`config.mk`:
```
export PLATFORM = sky130hd
export DESIGN_NAME = adc_scan_scheduler
export DESIGN_NICKNAME = d
export VERILOG_FILES = /design/src/rtl/adc_scan_scheduler.sv
export SDC_FILE = /design/constraint.sdc
export NUM_CORES = 1
export LEC_CHECK = 0
export BUFFER_PORTS_ARGS = -buffer_cell sky130_fd_sc_hd__buf_2
export CORE_UTILIZATION = 57
export CTS_CLUSTER_SIZE = 25
export DETAILED_ROUTE_END_ITERATION = 8
export GPL_TIMING_DRIVEN = 0
export PLACE_DENSITY_LB_ADDON = 0.15
export SLEW_MARGIN = 20
export SYNTH_ARGS = -nofsm -noshare
export SYNTH_HDL_FRONTEND = slang
export SYNTH_SLANG_ARGS = --single-unit
```
`constraint.sdc`:
```
create_clock -name clk_in -period 4.85 [get_ports clk_in]
set_clock_uncertainty 0.15 [all_clocks]
set_input_delay 0.97 -clock clk_in [delete_from_list [all_inputs] [get_ports clk_in]]
set_output_delay 0.97 -clock clk_in [all_outputs]
set_load 0.005 [all_outputs]
```
`src/rtl/adc_scan_scheduler.sv`:
```
// rtl/adc_scan_scheduler.sv - round-robin multi-channel ADC scan scheduler feeding the FIR sample strobe
module adc_scan_scheduler #(
  parameter int N_CH    = 4,
  parameter int DATA_W  = 12,
  parameter int TIMEOUT = 64
) (
  input  logic                      clk_in,
  input  logic                      rst_in,
  input  logic                      enable_in,
  input  logic [N_CH-1:0]           ch_en_in,
  input  logic [5*N_CH-1:0]         ch_map_in,
  input  logic [8:0]                sampl_time_in,
  output logic [4:0]                chsel_out,
  output logic                      soc_out,
  input  logic                      eoc_in,
  input  logic [DATA_W-1:0]         dout_in,
  output logic                      fir_start_out,
  output logic [DATA_W-1:0]         fir_x_out,
  output logic [$clog2(N_CH)-1:0]   ch_tag_out,
  output logic                      busy_out,
  output logic                      overrun_out,
  output logic                      timeout_out
);

  localparam int CW = $clog2(N_CH);
  localparam int PW = $clog2(N_CH + 1);
  localparam int TW = $clog2(TIMEOUT + 1);

  typedef enum logic [2:0] {
    IDLE,
    WAIT,
    SELECT,
    SETTLE,
    SOC,
    CONV,
    LATCH
  } state_t;

  state_t            state;
  logic [8:0]        period_cnt;
  logic              trig_pend;
  logic [N_CH-1:0]   scan_mask;
  logic [PW-1:0]     ptr;
  logic [CW-1:0]     cur_ch;
  logic [TW-1:0]     to_cnt;
  logic              settle_cnt;
  logic              eoc_q;
  logic              eoc_d;

  logic [CW-1:0]     sel_ch;
  logic [4:0]        sel_phys;
  logic [N_CH-1:0]   cur_bit;
  logic [N_CH-1:0]   rest_mask;
  logic              eoc_edge;
  logic              conv_timeout;
  logic              ch_done;
  logic              trig_take;

  // Lowest still-pending channel at or above the scan pointer, and its physical ADC input.
  always_comb begin
    sel_ch   = '0;
    sel_phys = '0;
    for (int i = N_CH - 1; i >= 0; i--) begin
      if (scan_mask[i] && (PW'(i) >= ptr)) begin
        sel_ch   = CW'(i);
        sel_phys = ch_map_in[5*i +: 5];
      end
    end
  end

  assign eoc_edge     = eoc_q & ~eoc_d;
  assign conv_timeout = (state == CONV) && !eoc_edge && (to_cnt <= TW'(1));
  assign ch_done      = (state == LATCH) || conv_timeout;
  assign cur_bit      = N_CH'(1) << cur_ch;
  assign rest_mask    = scan_mask & ~cur_bit;
  assign trig_take    = (state == WAIT) && enable_in && trig_pend;

  // EOC is registered once; the previous registered value gives the rising edge.
  always_ff @(posedge clk_in or posedge rst_in) begin
    if (rst_in) begin
      eoc_q <= 1'b0;
      eoc_d <= 1'b0;
    end else begin
      eoc_q <= eoc_in;
      eoc_d <= eoc_q;
    end
  end

  // Free-running scan period: reloads on expiry and queues at most one trigger.
  always_ff @(posedge clk_in or posedge rst_in) begin
    if (rst_in) begin
      period_cnt  <= '0;
      trig_pend   <= 1'b0;
      overrun_out <= 1'b0;
    end else begin
      overrun_out <= 1'b0;
      if (state == IDLE) begin
        if (enable_in) begin
          period_cnt <= sampl_time_in;
          trig_pend  <= 1'b1;
        end else begin
          trig_pend  <= 1'b0;
        end
      end else if (period_cnt == '0) begin
        period_cnt  <= sampl_time_in;
        trig_pend   <= 1'b1;
        overrun_out <= trig_pend && !trig_take;
      end else begin
        period_cnt <= period_cnt - 9'd1;
        if (trig_take) begin
          trig_pend <= 1'b0;
        end
      end
    end
  end

  // Scan sequencer: select, settle, start, convert, latch, then advance to the next channel.
  always_ff @(posedge clk_in or posedge rst_in) begin
    if (rst_in) begin
      state         <= IDLE;
      scan_mask     <= '0;
      ptr           <= '0;
      cur_ch        <= '0;
      to_cnt        <= '0;
      settle_cnt    <= 1'b0;
      chsel_out     <= '0;
      soc_out       <= 1'b0;
      fir_start_out <= 1'b0;
      fir_x_out     <= '0;
      ch_tag_out    <= '0;
      busy_out      <= 1'b0;
      timeout_out   <= 1'b0;
    end else begin
      soc_out       <= 1'b0;
      fir_start_out <= 1'b0;
      timeout_out   <= 1'b0;
      case (state)
        IDLE: begin
          if (enable_in) begin
            state <= WAIT;
          end
        end
        WAIT: begin
          if (!enable_in) begin
            state     <= IDLE;
            scan_mask <= '0;
          end else if (trig_pend && (ch_en_in != '0)) begin
            scan_mask <= ch_en_in;
            ptr       <= '0;
            busy_out  <= 1'b1;
            state     <= SELECT;
          end
        end
        SELECT: begin
          cur_ch     <= sel_ch;
          chsel_out  <= sel_phys;
          settle_cnt <= 1'b0;
          state      <= SETTLE;
        end
        SETTLE: begin
          if (settle_cnt) begin
            soc_out <= 1'b1;
            to_cnt  <= TW'(TIMEOUT);
            state   <= SOC;
          end else begin
            settle_cnt <= 1'b1;
          end
        end
        SOC: begin
          to_cnt <= to_cnt - TW'(1);
          state  <= CONV;
        end
        CONV: begin
          to_cnt <= to_cnt - TW'(1);
          if (eoc_edge) begin
            state <= LATCH;
          end
        end
        LATCH: begin
          fir_x_out     <= dout_in;
          ch_tag_out    <= cur_ch;
          fir_start_out <= 1'b1;
        end
        default: begin
          state    <= IDLE;
          busy_out <= 1'b0;
        end
      endcase

      // Channel finished (sample latched or timed out): retire it and pick what comes next.
      if (ch_done) begin
        timeout_out <= conv_timeout;
        scan_mask   <= rest_mask;
        ptr         <= PW'(cur_ch) + PW'(1);
        if (!enable_in) begin
          state     <= IDLE;
          scan_mask <= '0;
          busy_out  <= 1'b0;
        end else if (rest_mask != '0) begin
          state <= SELECT;
        end else begin
          state    <= WAIT;
          busy_out <= 1'b0;
        end
      end
    end
  end

endmodule
```
==> reports/qor.txt <==
Met2 Wirelength: 2.96 mm
Async SR Flop Fraction: 100%
post-cts sizing count: 0
crit end category: flip-flop
clk sinks: 56
Critical Path RT: 4.96 ns
clock-pin slew on the worst setup and hold paths: 0.10 ns
Final setup viols: 0
total CTS buffers: 5
Mean Syn Cell Area: 9.39 um2
effective utilization at floorplan: 59.6%
status: finished clean
#FFs+latches synth: 56
min-delay worst type: flip-flop to flip-flop
Worst Path Arrival: 2.36 ns
Row Count: 25
WL met3: 281 um
Yosys Warn Count: 0
Final Hold Viols: 0
Worst Reg-to-Reg Cells: 6
fraction of layout cells with a size suffix above 1: 26.8%
Hold-fix buffers, CTS: 0
Max Used Layer: met4
Min Hold Slack: 0.241 ns
chip width: 72.8 um
Static Leak: 0.00161 uW
Final GP Congestion: 0.823
# port buffers: 72
Final ANT Viol Nets: 0
H-tree depth: 2
Synth Instances: 304
routed via count: 2,459
M1 wire length: 2.63 mm
sequential area share after synthesis: 49.1%
Power Density: 564 nW/um2
period utilization: 46.3%
RSZ-0062 raised after global routing: false
die area: 5290 um2
EDFF count, synth: 0
hpwl dp: 4.39 mm
final wirelength: 5.94 mm
CORE AREA: 4790 um2
Final Max Slew Viols: 0
Synth-to-Final Area Change: 18.9%
wire per inst: 13.2 um
Initial DRC Count: 195
Period minus WS final: 2.25 ns
vias in the first global route: 2,151
Via density: 5.45
VDD IR max: 303 uV
CTS tree: yes
Clock Latency Late Sink: 0.32 ns
antenna violations before repair: 0
nets: 439
Total GRT Usage: 23.4%
Max Cap Viol: 0
setup TNS: 0 ns
Post-CTS Setup Repair Bufs: 0
crit-path max FO: 4
largest net degree at the start of global routing: 57
Netlist cell types: 55
first-pass GRT wire length: 9.63 mm
Syn Nets: 360
Longest Clk Path Bufs: 2
worst-margin pin slew: 0.809 ns
Die Y: 72.8 um
Worst setup SP type: input port
CTS root buf: clkbuf_8
top_reg_cell synth: dfrtp_1
Hold Crit Depth: 0
First-pass DRT Iterations: 4
overall power: 1910 uW
aggregate global routing overflow: 0
Antenna Cells: 0
Fmax: 0.445 GHz
worst relative slew slack: 45.6%
io pins: 73
Mapped Area: 2850 um2
DRC: 0
Setup CP Type: input port to flip-flop
[final timing paths]
| kind | from | to | slack (ns) |
|---|---|---|---|
| max | ch_en_in[2] | scan_mask[3]$_DFFE_PP0P_ | 2.60 |
| min | eoc_q$_DFF_PP0_ | eoc_d$_DFF_PP0_ | 0.24 |
| max reg2reg | period_cnt[0]$_DFFE_PP0P_ | period_cnt[2]$_DFFE_PP0P_ | 2.82 |
| min reg2reg | eoc_q$_DFF_PP0_ | eoc_d$_DFF_PP0_ | 0.24 |
| max in group asynchronous | rst_in | trig_pend$_DFFE_PP0P_ | 3.51 |
| min in group asynchronous | rst_in | fir_x_out[0]$_DFFE_PP0P_ | 0.61 |
[logic make-up (layout without fill, tap and decap cells)]
family | count (synthesis) | in the layout | share of synthesized area, %
AND/OR/NAND/NOR | 128 | 128 | 22.2
buffers and inverters | 26 | 106 | 3.81
adder cells (fa/ha/maj) | 7 | 7 | 3.07
flip-flops | 56 | 56 | 49.1
AO/OA/AOI/OAI | 83 | 83 | 20.6
XOR/XNOR | 4 | 4 | 1.23
[per-layer routing]
| layer | vias up | global-route usage [%] |
|---|---|---|
| met1 | 1145 | 30.2 |
| met3 | 8 | 4.70 |
| met5 | - | 0 |
| met4 | 0 | 7.41 |
| li1 | 1247 | - |
| met2 | 59 | 39.8 |
[through the flow]
stage                     cell area [um2]  instances  utilization (%)  setup WS (ns)
after floorplan                      2850        304                -           2.36
after global placement               3300        443             68.9           1.71
after detailed placement             3300        443             69.0           2.27
after CTS                            3390        451             70.9           2.62
after global routing                 3390        451             70.9           2.57
final                                3390        451             70.9           2.60
[Yosys cell counts, types with 5 or more instances]
| library cell | n | area share (%) |
|---|---|---|
| inv_1 | 14 | 1.8 |
| nor3_1 | 6 | 1.1 |
| o31ai_1 | 6 | 1.6 |
| nor4_1 | 5 | 1.1 |
| o211ai_1 | 7 | 1.8 |
| a21oi_1 | 15 | 2.6 |
| buf_2 | 6 | 1.1 |
| o21ai_0 | 11 | 1.9 |
| a31oi_1 | 5 | 1.1 |
| a22o_1 | 6 | 1.8 |
| nor2_1 | 21 | 2.8 |
| ha_1 | 7 | 3.1 |
| a221o_1 | 6 | 2.1 |
| dfrtp_1 | 56 | 49 |
| o21ai_1 | 6 | 1.1 |
| nand2_1 | 62 | 8.2 |
[layout make-up]
type | count | area [um2]
flip-flops and latches | 56 | 1400
fillers | 392 | 1390
multi-input cells | 222 | 1340
repair buffers | 72 | 360
well taps | 67 | 83.8
clock buffers | 5 | 68.8
inverters | 17 | 66.3
plain buffers | 9 | 45.0
clock inverters | 3 | 22.5
[placed cells by master (no fill, tap or decap), drive strengths merged, types with 4 or more instances in the layout]
cell,netlist,layout
clkbuf,2,7
dfrtp,56,56
o21ai,18,18
o22ai,4,4
o211ai,7,7
a221o,7,7
nor3,8,8
nand3b,4,4
o31ai,6,6
buf,7,79
inv,16,17
nand2b,4,4
nor4,5,5
a21oi,16,16
a22o,6,6
a31oi,5,5
nand3,4,4
ha,7,7
nand2,64,64
nor2,21,21
[registers in the layout, indices dropped and copies added (netlist names)]
register / flops
fir_x_out: 12
period_cnt: 9
to_cnt: 7
chsel_out: 5
scan_mask: 4
ptr: 3
state: 3
ch_tag_out: 2
cur_ch: 2
busy_out: 1
eoc_d: 1
eoc_q: 1
fir_start_out: 1
overrun_out: 1
settle_cnt: 1
soc_out: 1
timeout_out: 1
trig_pend: 1
[where the power goes]
part           total (uW)  internal [uW]  switching, uW
clock network         258            104            155
logic                 842            395            447
registers             812            660            152
total                1910           1160            753
[worst max-delay path, stage by stage]
cell,delay (ns)
buf_2,0.12
o41ai_2,0.47
nand2_1,0.12
a221o_2,0.41
o31ai_1,0.09
a22o_1,0.18
No activity file was read; power rests on OpenSTA's default activity.
